==> config.mk <==
export PLATFORM = sky130hd
export DESIGN_NAME = eth_axis_tx_vlan_pad
export DESIGN_NICKNAME = d
export VERILOG_FILES = /design/src/rtl/eth_axis_tx_vlan_pad.sv
export SDC_FILE = /design/constraint.sdc
export NUM_CORES = 1
export LEC_CHECK = 0
export CAP_MARGIN = 10
export CORE_MARGIN = 2
export CORE_UTILIZATION = 40
export CTS_CLUSTER_SIZE = 12
export DETAILED_ROUTE_END_ITERATION = 8
export PLACE_DENSITY = 0.73
export SYNTH_ARGS = -nofsm -noshare
export SYNTH_HDL_FRONTEND = slang
export SYNTH_SLANG_ARGS = --single-unit
==> constraint.sdc <==
create_clock -name clk -period 2.4 [get_ports clk]
set_clock_uncertainty 0.05 [all_clocks]
set_input_delay 0.48 -clock clk [delete_from_list [all_inputs] [get_ports clk]]
set_output_delay 0.48 -clock clk [all_outputs]
set_load 0.02 [all_outputs]
==> src/rtl/eth_axis_tx_vlan_pad.sv <==
// Byte-wide Ethernet transmit framer: prepends the MAC header (with optional 802.1Q tag)
// to an AXI-Stream payload and zero-pads short frames up to a minimum length.
module eth_axis_tx_vlan_pad #(
  parameter bit          VLAN_ENABLE      = 1'b1,
  parameter logic [15:0] VLAN_TPID        = 16'h8100,
  parameter bit          PAD_ENABLE       = 1'b1,
  parameter int          MIN_FRAME_LENGTH = 60
) (
  input  logic        clk,
  input  logic        rst,
  input  logic        s_eth_hdr_valid,
  output logic        s_eth_hdr_ready,
  input  logic [47:0] s_eth_dest_mac,
  input  logic [47:0] s_eth_src_mac,
  input  logic [15:0] s_eth_type,
  input  logic        s_eth_vlan_valid,
  input  logic [15:0] s_eth_vlan_tci,
  input  logic [7:0]  s_eth_payload_axis_tdata,
  input  logic        s_eth_payload_axis_tvalid,
  output logic        s_eth_payload_axis_tready,
  input  logic        s_eth_payload_axis_tlast,
  input  logic        s_eth_payload_axis_tuser,
  output logic [7:0]  m_axis_tdata,
  output logic        m_axis_tvalid,
  input  logic        m_axis_tready,
  output logic        m_axis_tlast,
  output logic        m_axis_tuser,
  output logic        busy,
  output logic        pad_active
);

  typedef enum logic [1:0] {IDLE, HEADER, PAYLOAD, PAD} state_t;

  localparam logic [7:0] MinLen = 8'(MIN_FRAME_LENGTH);

  state_t      state_q, state_d;
  logic [4:0]  ptr_q, ptr_d;
  logic [6:0]  byteCnt_q, byteCnt_d;
  logic [47:0] destMac_q, destMac_d, srcMac_q, srcMac_d;
  logic [15:0] ethType_q, ethType_d, tci_q, tci_d;
  logic        vlan_q, vlan_d, tuserSave_q, tuserSave_d;
  logic [7:0]  tdata_q, tdata_d;
  logic        tvalid_q, tvalid_d, tlast_q, tlast_d, tuser_q, tuser_d;

  logic         outLoad;
  logic [143:0] hdrWord;
  logic [7:0]   hdrByte;
  logic         hdrLast;
  logic [6:0]   cntInc;
  logic [7:0]   cntNext;

  // The output register may take a new byte whenever it is empty or being drained.
  assign outLoad   = m_axis_tready || !tvalid_q;
  assign cntInc    = (byteCnt_q == 7'd127) ? byteCnt_q : byteCnt_q + 7'd1;
  assign cntNext   = {1'b0, byteCnt_q} + 8'd1;
  assign hdrWord   = vlan_q ? {destMac_q, srcMac_q, VLAN_TPID, tci_q, ethType_q}
                            : {destMac_q, srcMac_q, ethType_q, 32'h0};
  assign hdrByte   = hdrWord[8'd143 - {ptr_q, 3'b000} -: 8];
  assign hdrLast   = (ptr_q == (vlan_q ? 5'd17 : 5'd13));

  assign s_eth_hdr_ready           = (state_q == IDLE);
  assign s_eth_payload_axis_tready = (state_q == PAYLOAD) && outLoad;
  assign busy                      = (state_q != IDLE);
  assign pad_active                = (state_q == PAD);
  assign m_axis_tdata              = tdata_q;
  assign m_axis_tvalid             = tvalid_q;
  assign m_axis_tlast              = tlast_q;
  assign m_axis_tuser              = tuser_q;

  always_comb begin
    state_d     = state_q;
    ptr_d       = ptr_q;
    byteCnt_d   = byteCnt_q;
    destMac_d   = destMac_q;
    srcMac_d    = srcMac_q;
    ethType_d   = ethType_q;
    tci_d       = tci_q;
    vlan_d      = vlan_q;
    tuserSave_d = tuserSave_q;
    tdata_d     = tdata_q;
    tvalid_d    = tvalid_q;
    tlast_d     = tlast_q;
    tuser_d     = tuser_q;

    unique case (state_q)
      IDLE: begin
        if (outLoad) tvalid_d = 1'b0;
        if (s_eth_hdr_valid) begin
          destMac_d = s_eth_dest_mac;
          srcMac_d  = s_eth_src_mac;
          ethType_d = s_eth_type;
          tci_d     = s_eth_vlan_tci;
          vlan_d    = VLAN_ENABLE && s_eth_vlan_valid;
          ptr_d     = 5'd0;
          byteCnt_d = 7'd0;
          state_d   = HEADER;
        end
      end
      HEADER: begin
        if (outLoad) begin
          tdata_d   = hdrByte;
          tvalid_d  = 1'b1;
          tlast_d   = 1'b0;
          tuser_d   = 1'b0;
          ptr_d     = ptr_q + 5'd1;
          byteCnt_d = cntInc;
          if (hdrLast) state_d = PAYLOAD;
        end
      end
      PAYLOAD: begin
        if (outLoad) begin
          if (s_eth_payload_axis_tvalid) begin
            tdata_d   = s_eth_payload_axis_tdata;
            tvalid_d  = 1'b1;
            tlast_d   = 1'b0;
            tuser_d   = 1'b0;
            byteCnt_d = cntInc;
            if (s_eth_payload_axis_tlast) begin
              // A short frame defers its end marker and error flag to the last pad byte.
              if (PAD_ENABLE && (cntNext < MinLen)) begin
                tuserSave_d = s_eth_payload_axis_tuser;
                state_d     = PAD;
              end else begin
                tlast_d = 1'b1;
                tuser_d = s_eth_payload_axis_tuser;
                state_d = IDLE;
              end
            end
          end else begin
            tvalid_d = 1'b0;
          end
        end
      end
      PAD: begin
        if (outLoad) begin
          tdata_d   = 8'h00;
          tvalid_d  = 1'b1;
          tlast_d   = 1'b0;
          tuser_d   = 1'b0;
          byteCnt_d = cntInc;
          if (cntNext >= MinLen) begin
            tlast_d = 1'b1;
            tuser_d = tuserSave_q;
            state_d = IDLE;
          end
        end
      end
      default: state_d = IDLE;
    endcase
  end

  always_ff @(posedge clk) begin
    if (rst) begin
      state_q     <= IDLE;
      ptr_q       <= 5'd0;
      byteCnt_q   <= 7'd0;
      destMac_q   <= 48'd0;
      srcMac_q    <= 48'd0;
      ethType_q   <= 16'd0;
      tci_q       <= 16'd0;
      vlan_q      <= 1'b0;
      tuserSave_q <= 1'b0;
      tdata_q     <= 8'd0;
      tvalid_q    <= 1'b0;
      tlast_q     <= 1'b0;
      tuser_q     <= 1'b0;
    end else begin
      state_q     <= state_d;
      ptr_q       <= ptr_d;
      byteCnt_q   <= byteCnt_d;
      destMac_q   <= destMac_d;
      srcMac_q    <= srcMac_d;
      ethType_q   <= ethType_d;
      tci_q       <= tci_d;
      vlan_q      <= vlan_d;
      tuserSave_q <= tuserSave_d;
      tdata_q     <= tdata_d;
      tvalid_q    <= tvalid_d;
      tlast_q     <= tlast_d;
      tuser_q     <= tuser_d;
    end
  end

endmodule

==> results of run 1 <==
## sequential cells by signal, summed over array words and instances, names as in the netlist
name           cells
m_axis_tuser       1
byteCnt_q          7
state_q            2
ethType_q         16
ptr_q              5
vlan_q             1
srcMac_q          48
m_axis_tvalid      1
m_axis_tlast       1
tci_q             16
tuserSave_q        1
destMac_q         48
m_axis_tdata       8
## path summary, 6_finish.rpt
check,startpoint,endpoint,slack [ps],depth (start not counted)
worst max register to register,ptr_q[1],m_axis_tdata[7],230,6
worst max-delay path,state_q[0],pad_active,120,3
worst min-delay path,srcMac_q[31],srcMac_q[31],400,2
worst min register to register,srcMac_q[31],srcMac_q[31],400,2
## final cells by class
cell class                 count  share of cell area
clock buffer                  20              0.0468
clock inverter                12              0.0168
inverter                      10             0.00393
multi-input combinational    659               0.380
sequential                   155               0.326
tap                          225              0.0295
timing repair buffer         182               0.197
## repair_timing
item | 4_1_cts | 5_1_grt
gates resized for setup | 2 | 1
hold buffers | 0 | 0
cloned | 0 | 0
endpoints found under the setup margin | 4 | 2
endpoints found under the hold margin | 0 | 0
## metal layers
layer / global-route usage / routed length [µm] / vias up
li1: - / - / 3317
met1: 0.277 / 8410 / 3094
met4: 0.0624 / 279 / 0
met3: 0.0548 / 1270 / 23
met5: 0 / 0 / -
met2: 0.352 / 9490 / 200
## metrics by stage
step	power [µW]	std cells
after floorplan	3310	893
after global placement	3760	1231
after detailed placement	3770	1231
after CTS	6540	1263
after global routing	6750	1263
final	6500	1263
## cells in the final DEF, fill, tap and decap left out, types with 10 or more instances in the layout
cell             instances
a21oi_1                143
buf_12                  10
buf_4                   15
clkbuf_16               17
clkdlybuf4s50_1        156
dfxtp_1                152
inv_1                   10
mux2i_1                 21
mux4_2                  15
nand2_1                299
nor2_1                  36
nor3_1                  18
o211ai_1                11
o21ai_0                 18
## cells in the mapped netlist, types with 2 or more instances
master / count / area (µm²)
nand4_1: 3 / 18.8
nor2_1: 37 / 139
a31oi_1: 7 / 43.8
o21bai_1: 4 / 30.0
xnor2_1: 3 / 26.3
o21ai_0: 18 / 90.1
clkbuf_1: 42 / 158
a211oi_2: 2 / 25.0
nand3_1: 9 / 45.0
mux4_1: 3 / 78.8
o211ai_1: 11 / 82.6
mux2i_1: 21 / 210
o311ai_1: 2 / 17.5
nor4_1: 3 / 18.8
nand3b_1: 6 / 45.0
dfxtp_1: 155 / 3100
inv_1: 10 / 37.5
a21oi_1: 143 / 716
buf_2: 23 / 115
or3_1: 3 / 18.8
a211o_1: 3 / 26.3
nand2_1: 300 / 1130
nor2b_1: 3 / 18.8
a211oi_1: 3 / 22.5
a21o_1: 2 / 15.0
o31ai_1: 3 / 22.5
nor3_1: 18 / 90.1
mux4_2: 15 / 338
xor2_1: 3 / 26.3
buf_4: 2 / 15.0
mux2_2: 3 / 33.8
and2_1: 4 / 25.0
ha_1: 5 / 62.6
## logic make-up (layout without fill, tap and decap cells)
logic type,count (synthesis),after routing,share of synthesized area
flops,155,155,0.440
mux,42,42,0.0936
simple gates,394,394,0.230
buf+inv,79,224,0.0482
compound gates,212,212,0.172
xor+xnor,6,6,0.00745
fa+ha+maj,5,5,0.00887
## power by group through the flow
stage               logic (µW)  registers (µW)  clock network (µW)
floorplan                  476            2840                   0
global placement           909            2850                   0
detailed placement         916            2860                   0
CTS                        922            2800                2820
global route              1000            2810                2930
finish                     916            2800                2780
## worst min-delay path, stage by stage (launching register included)
cell	delay, ps
dfxtp_1	310
nand2_1	50
a21oi_1	50
==> reports/results.ini, run 1 <==
[run_status]
status=completed

[placed_design]
dp_slack_ps=9.54
place_area_um2=8930
hpwl_mm=13.8
port_buffers=158
place_congestion=0.804

[die]
die-area_um2=18700
placementRows=48
ios=159
fp.dieH_um=137
initial_core_util=0.408
die_w_um=137
core_region_area_um2=17300

[clock_network]
cts_root_buffer=clkbuf_16
cts_tree=yes
cts_post_setup_buffers_inserted=0
numCtsBuffers=17
cts.sinks=155
clkLatencyLatePin_ps=430
clockBufferDepth=2
cts.clk_slew.worst_paths_ps=60
cts_max_level=4

[critical_path]
worstPathCellList=inv_1 -> nor2_1 -> clkdlybuf4s50_1
cpPeakStageDelay_ps=610
required_ps=1870
path_buf_inv=2
setup.worst_path.class=flop to primary output
cp_slowest_cell=clkdlybuf4s50_1
critPathTopFamily=buffers and inverters
worst-path-max-fanout=13
critPathLaunchType=flop
end_kind=primary output
cp_data_arrival_time_ps=1750

[finish]
design_area_um2=9540
final_nets=1174
fill_cells=1612
utilization=0.552
multi_input_area_um2=3620
seqCellArea_um2=3110
synthToLayoutAreaGrowth_pct=35.2
antenna_cells=0
drive_above_1_share=0.0829

[sta]
hold_viol_final=0
whs_ps=402
setup_viol=0
rsz0062_at_grt=no
drv_slew=0
worst_slew_pin_slew_ps=718
slew_headroom=0.518
fmax_mhz=439
period_minus_slack_ps=2280
min_period_over_period=0.950
setup_ws_ps=121
finalSetupTns_ps=0

[global_route]
grt_max_degree=58
antenna_found_initial=0
grt_pass1_vias=6195
grt_usage=0.214
grt_pass1_wl_mm=30.9
grt_overflow=0

[worst_hold_path]
worstHoldPathType=flop to flop

[drt]
postRouteAntennaNets=0
vias=6634
drt_wl_total_mm=19.4
drt_iter0_drc=534
drt_pass1_iterations=5
drc=0
viasPerCell=5.25
wire_per_inst_um=15.4

[pwr]
power.switching_uw=1640
combPwrFrac=0.141
seqPwrFrac=0.431
peakVddDrop_v=0.000500
leakage_uw=0.00342
p_clk_frac=0.428
swShare=0.252
p_per_area_nw_per_um2=681
p_int_uw=4860

[synthesis]
yosysWarningCount=0
ys_seq_area_frac=0.440
synth_nets=1042
synthDistinctLibCells=57
ys_async_sr_fraction=0
avgSynthCellArea_um2=7.90
synth_edf_count=0
synth_seq_cells=155
synthFlopType=dfxtp_1
synth_area_um2=7050
netlist_instances=893

[job]
maxCapViolCount=0

No activity file was read; power rests on OpenSTA's default activity.
==> inputs of run 2 (changes only) <==
--- a/config.mk
+++ b/config.mk
@@ -10,7 +10,7 @@
 export CORE_UTILIZATION = 40
 export CTS_CLUSTER_SIZE = 12
 export DETAILED_ROUTE_END_ITERATION = 8
-export PLACE_DENSITY = 0.73
+export PLACE_DENSITY = 0.71
 export SYNTH_ARGS = -nofsm -noshare
 export SYNTH_HDL_FRONTEND = slang
 export SYNTH_SLANG_ARGS = --single-unit
==> constraint.sdc (replaced) <==
create_clock -name clk -period 2.2 [get_ports clk]
set_clock_uncertainty 0.05 [all_clocks]
set_input_delay 0.44 -clock clk [delete_from_list [all_inputs] [get_ports clk]]
set_output_delay 0.44 -clock clk [all_outputs]
set_load 0.02 [all_outputs]
==> run 2 against run 1 <==
Clock-buffer cell count is 3 lower. Critical path depth unchanged. Total power up 7.6%. Sequential cell count unchanged. Sequential share of layout area fell by 0.089 points. Sequential power is 9.3% higher. Global-route usage is 0.20 points higher. Register-to-register slack worse by 40 ps.
==> reports/results.ini, run 2 (synthesized netlist as in run 1, its figures left out) <==
[placed_design]
port_buffers=158  ; unchanged
dpl.cell_count=1240  ; +0.73%
place_congestion=0.827  ; +2.8%
hpwl_mm=14.0  ; +1.7%

[critical_path]
setup.worst_path.class=flop to primary output
path_buf_inv=2  ; unchanged
cp_data_arrival_time_ps=1600  ; -150 ps
cp_slowest_cell=clkdlybuf4s50_1
critPathLaunchType=flop
cpPeakStageDelay_ps=600  ; about the same
worst-path-max-fanout=3  ; -10
end_kind=primary output
critPathTopFamily=buffers and inverters
required_ps=1710  ; -160 ps
worstPathCellList=inv_1 -> nor2_1 -> clkdlybuf4s50_1

[worst_hold_path]
worstHoldPathType=primary input to flop

[drt]
drt_pass1_iterations=5  ; unchanged
vias=6571  ; -0.95%
postRouteAntennaNets=0  ; unchanged
drc=0  ; unchanged
viasPerCell=5.17  ; -1.7%
drt_iter0_drc=401  ; -25%
drt_wl_total_mm=19.5  ; +0.47%
wire_per_inst_um=15.4  ; -0.24%

[clock_network]
clkLatencyLatePin_ps=430  ; about the same
cts.sinks=155  ; unchanged
clockBufferDepth=2  ; unchanged
cts_tree=yes
cts_root_buffer=clkbuf_16
cts_max_level=4  ; unchanged
numCtsBuffers=17  ; unchanged
cts.clk_slew.worst_paths_ps=60  ; about the same

[pwr]
peakVddDrop_v=0.000541  ; +8.1%
combPwrFrac=0.144  ; +0.003
swShare=0.260  ; +0.00831
seqPwrFrac=0.438  ; +0.007
leakage_uw=0.00344  ; +0.36%
p_int_uw=5170  ; +6.4%
p_per_area_nw_per_um2=731  ; +7.3%
power.switching_uw=1820  ; +11%
p_clk_frac=0.418  ; -0.010

[finish]
drive_above_1_share=0.0926  ; +0.00979
final_nets=1183  ; +0.77%
antenna_cells=0  ; unchanged
synthToLayoutAreaGrowth_pct=35.6
final_cells=1272  ; +0.71%
mostFrequentLayoutCells=nand2_1 (299), clkdlybuf4s50_1 (156), dfxtp_1 (152), a21oi_1 (143), nor2_1 (36)
fill_cells=1660  ; +3.0%
layout_commonest_cell=nand2_1
largestRegisters=destMac_q (48), srcMac_q (48)

[sta]
finalSetupTns_ps=0  ; unchanged
setup_viol=0  ; unchanged
rsz0062_at_grt=no
slew_headroom=0.542  ; +0.0242
fmax_mhz=479
drv_slew=0  ; unchanged
period_minus_slack_ps=2090
min_period_over_period=0.950
hold_viol_final=0  ; unchanged
worst_slew_pin_slew_ps=682  ; -36.0 ps

[global_route]
grt_overflow=0  ; unchanged
antenna_found_initial=0  ; unchanged
grt_pass1_vias=6174  ; -0.34%
grt_pass1_wl_mm=31.1  ; +0.49%
grt_usage=0.216  ; +0.00203
grt_max_degree=62  ; +6.9%

[die]
placementRows=48  ; unchanged
core_region_area_um2=17300  ; unchanged
ios=159  ; unchanged
die-area_um2=18700  ; unchanged
die_w_um=137  ; unchanged
initial_core_util=0.408  ; unchanged
fp.dieH_um=137  ; unchanged

[job]
maxCapViolCount=0  ; unchanged

[run_status]
status=completed

[run 2: changes by cell type in the layout (fill, tap and decap cells not counted), sizes merged]
cell	before	now
inv	14	15
clkinvlp	1	6
buf	25	34
bufinv	3	2
clkbuf	20	17
clkinv	4	2
[run 2: layout make-up]
type / count / area (µm²) / area share
multi-input combinational: 659 / 3620 / 0.379
sequential: 155 / 3110 / 0.325
timing repair buffer: 191 / 1930 / 0.201
clock buffer: 17 / 425 / 0.0445
tap: 225 / 282 / 0.0294
clock inverter: 15 / 165 / 0.0173
inverter: 10 / 37.5 / 0.00392
[run 2: routing by layer]
metal | vias to the layer above | GRT usage | wire length (µm)
li1 | 3323 | - | -
met1 | 3038 | 0.282 | 8610
met2 | 189 | 0.359 | 9490
met3 | 21 | 0.0500 | 1180
met4 | 0 | 0.0590 | 266
met5 | - | 0 | 0
[run 2: repair_timing]
action	in CTS	in global routing
resized for setup	2	1
setup buffers	0	0
hold buffers	0	0
gates cloned	0	0
hold endpoints to repair	0	0
setup endpoints to repair	3	2
[run 2: stage by stage]
step	hold WS (ps)	area [µm²]	total power [µW]	util	worst slack [ps]
after CTS	288	9560	7040	0.553	25.6
final	312	9570	6990	0.553	111
after detailed placement	396	8970	4120	0.519	-94.6
after global placement	388	8970	4110	0.519	-89.2
after global routing	301	9570	7260	0.553	34.8
after floorplan	382	7060	3610	-	38.7
[run 2: power by group through the flow]
stage	sequential (µW)	clock, µW	combinational (µW)
after floorplan	3090	0	520
after global placement	3110	0	997
after detailed placement	3120	0	1010
after CTS	3060	2970	1010
after global routing	3070	3090	1100
final	3060	2920	1010
[run 2: final timing paths]
kind,startpoint,to,slack [ps],depth (start not counted)
hold reg to reg,destMac_q[4],destMac_q[4],400,2
setup reg to reg,byteCnt_q[0],state_q[1],190,6
hold / removal,rst,byteCnt_q[6],310,2
setup / recovery,state_q[1],pad_active,110,3
==> inputs of run 3 (changes only) <==
--- a/config.mk
+++ b/config.mk
@@ -6,11 +6,13 @@
 export NUM_CORES = 1
 export LEC_CHECK = 0
 export CAP_MARGIN = 10
+export CELL_PAD_IN_SITES_DETAIL_PLACEMENT = 1
+export CELL_PAD_IN_SITES_GLOBAL_PLACEMENT = 2
 export CORE_MARGIN = 2
-export CORE_UTILIZATION = 40
+export CORE_UTILIZATION = 29
 export CTS_CLUSTER_SIZE = 12
 export DETAILED_ROUTE_END_ITERATION = 8
-export PLACE_DENSITY = 0.71
+export PLACE_DENSITY = 0.85
 export SYNTH_ARGS = -nofsm -noshare
 export SYNTH_HDL_FRONTEND = slang
 export SYNTH_SLANG_ARGS = --single-unit
==> run 3 against run 2 <==
Maximum frequency shrank 0.82%. Critical path depth grew 4. Global-route usage shrank 3.0 points. Clock power shrank 7%. Register-to-register slack lost 97 ps. Wire length grew 20%. Final area grew 1.5%. Sequential cell count is the same. Sequential share of layout area shrank 0.49 points. Sequential power is essentially flat. First-iteration DRC count shrank 7.0%. Worst setup slack lost 17 ps. Critical path type is now flop to flop.
==> reports/results.ini, run 3 (synthesized netlist as in run 1, its figures left out) <==
[run_status]
status=completed

[pwr]
combPwrFrac=0.155  ; +0.011
leakage_uw=0.00350  ; +1.8%
p_int_uw=4950  ; -4.2%
seqPwrFrac=0.446  ; +0.008
swShare=0.277  ; +0.0165
p_clk_frac=0.399  ; -0.019
p_per_area_nw_per_um2=705  ; -3.5%
peakVddDrop_v=0.000428  ; -21%
power.switching_uw=1890  ; +4.1%

[clock_network]
cts.clk_slew.worst_paths_ps=70  ; about the same
numCtsBuffers=17  ; unchanged
cts_resized=3  ; +1
clkLatencyLatePin_ps=440  ; about the same
clockBufferDepth=2  ; unchanged
cts_max_level=4  ; unchanged
cts.sinks=155  ; unchanged
cts_post_setup_buffers_inserted=0  ; unchanged
cts_root_buffer=clkbuf_16
cts_tree=yes
cts_hold_buf=0  ; unchanged

[die]
fp.dieH_um=160  ; +17%
die_w_um=160  ; +17%
initial_core_util=0.293  ; -0.115
core_region_area_um2=24100  ; +39%
placementRows=57  ; +19%
die-area_um2=25600  ; +37%
ios=159  ; unchanged

[placed_design]
place_congestion=0.842  ; +1.8%
dpl.cell_count=1346  ; +8.5%
hpwl_mm=17.2  ; +23%
port_buffers=158  ; unchanged
dp_slack_ps=-125  ; -30.4 ps

[drt]
viasPerCell=4.88  ; -5.5%
drt_pass1_iterations=5  ; unchanged
vias=6724  ; +2.3%
drt_iter0_drc=373  ; -7.0%
wire_per_inst_um=17.0  ; +11%
drc=0  ; unchanged
drt_wl_total_mm=23.5  ; +20%
postRouteAntennaNets=0  ; unchanged

[critical_path]
cp_data_arrival_time_ps=2370  ; +770 ps
startpoint=ptr_q[1]
required_ps=2470  ; +760 ps
regToRegStartpoint=ptr_q[1]
worst-path-max-fanout=37  ; +34
reg2reg_depth=7  ; +1
end_kind=flop
r2r-end=m_axis_tdata[6]
setup.worst_path.class=flop to flop
critPathLaunchType=flop
endpoint=m_axis_tdata[6]
worst-r2r-setup-slack_ps=90  ; -100 ps

[finish]
drive_above_1_share=0.0978  ; +0.00517
utilization=0.403  ; -0.150
mostFrequentLayoutCells=nand2_1 (299), clkdlybuf4s50_1 (153), dfxtp_1 (152), a21oi_1 (143), nor2_1 (37)
antenna_cells=0  ; unchanged
fill_cells=2955  ; +78%
final_cells=1377  ; +8.3%
layout_commonest_cell=nand2_1
seqCellArea_um2=3110  ; unchanged
multi_input_area_um2=3630  ; +0.10%
final_nets=1190  ; +0.59%
synthToLayoutAreaGrowth_pct=37.7
largestRegisters=destMac_q (48), srcMac_q (48)

[global_route]
grt_pass1_vias=7056  ; +14%
grt_max_degree=57  ; -8.1%
antenna_found_initial=0  ; unchanged
grt_pass1_wl_mm=37.4  ; +20%
grt_overflow=0  ; unchanged
grt_usage=0.186  ; -0.0301

[sta]
worst_slew_pin_slew_ps=476  ; -206 ps
min_period_over_period=0.958  ; +0.00784
fmax_mhz=475  ; -0.82%
setup_ws_ps=93.4  ; -17.3 ps
rsz0062_at_grt=yes
setup_viol=0  ; unchanged
drv_slew=0  ; unchanged
period_minus_slack_ps=2110  ; +17.3 ps
finalSetupTns_ps=0  ; unchanged
slew_headroom=0.680  ; +0.138
hold_viol_final=0  ; unchanged
whs_ps=405  ; +92.7 ps

[worst_hold_path]
worstHoldPathType=flop to flop
min-delay-start=srcMac_q[46]

[job]
maxCapViolCount=0  ; unchanged

[run 3: changes by cell type in the layout (fill, tap and decap cells not counted), sizes merged, moves of 2 or more]
cell,change
buf,+7
clkdlybuf4s50,-3
bufinv,-2
dlymetal6s2s,+2
clkinvlp,-3
clkinv,+4
[run 3: worst max-delay path: stages (launching register included)]
cell,delay (ps)
dfxtp_2,350
inv_1,110
ha_1,400
buf_12,230
mux2i_1,320
nor2_1,110
a31oi_1,300
a211oi_1,120
[run 3: how the worst min path moves through the flow]
| stage | slack (ps) | depth (start not counted) | end |
|---|---|---|---|
| floorplan | 380 | 2 | destMac_q[31] |
| detailed placement | 400 | 2 | srcMac_q[21] |
| global route | 420 | 2 | srcMac_q[34] |
| CTS | 400 | 2 | ptr_q[0] |
| global placement | 390 | 2 | destMac_q[29] |
| finish | 400 | 2 | srcMac_q[46] |
[run 3: metal layers]
layer	share of wire	global-route usage	up-vias
li1	-	-	3338
met1	0.47	0.246	3200
met2	0.47	0.302	165
met3	0.041	0.0400	21
met4	0.019	0.0606	0
met5	0	0	-
[run 3: metrics by stage]
step           instance area (µm²)  power [µW]
3_5_place_dp                  9160        4180
5_1_grt                       9710        7160
2_1_floorplan                 7060        3610
4_1_cts                       9700        6930
6_report                      9710        6850
3_3_place_gp                  9160        4160
[run 3: final cells by class]
cell class | count | area share
well taps | 324 | 0.0417
multi-input cells | 659 | 0.373
clock buffers | 17 | 0.0438
repair buffers | 198 | 0.205
inverters | 10 | 0.00386
clock inverters | 14 | 0.0120
flip-flops and latches | 155 | 0.320
[run 3: power by group through the flow]
stage	combinational [µW]	sequential [µW]	clock (µW)
floorplan	520	3090	0
detailed placement	1060	3120	0
global placement	1050	3110	0
global route	1160	3070	2930
CTS	1070	3060	2800
finish	1060	3060	2730
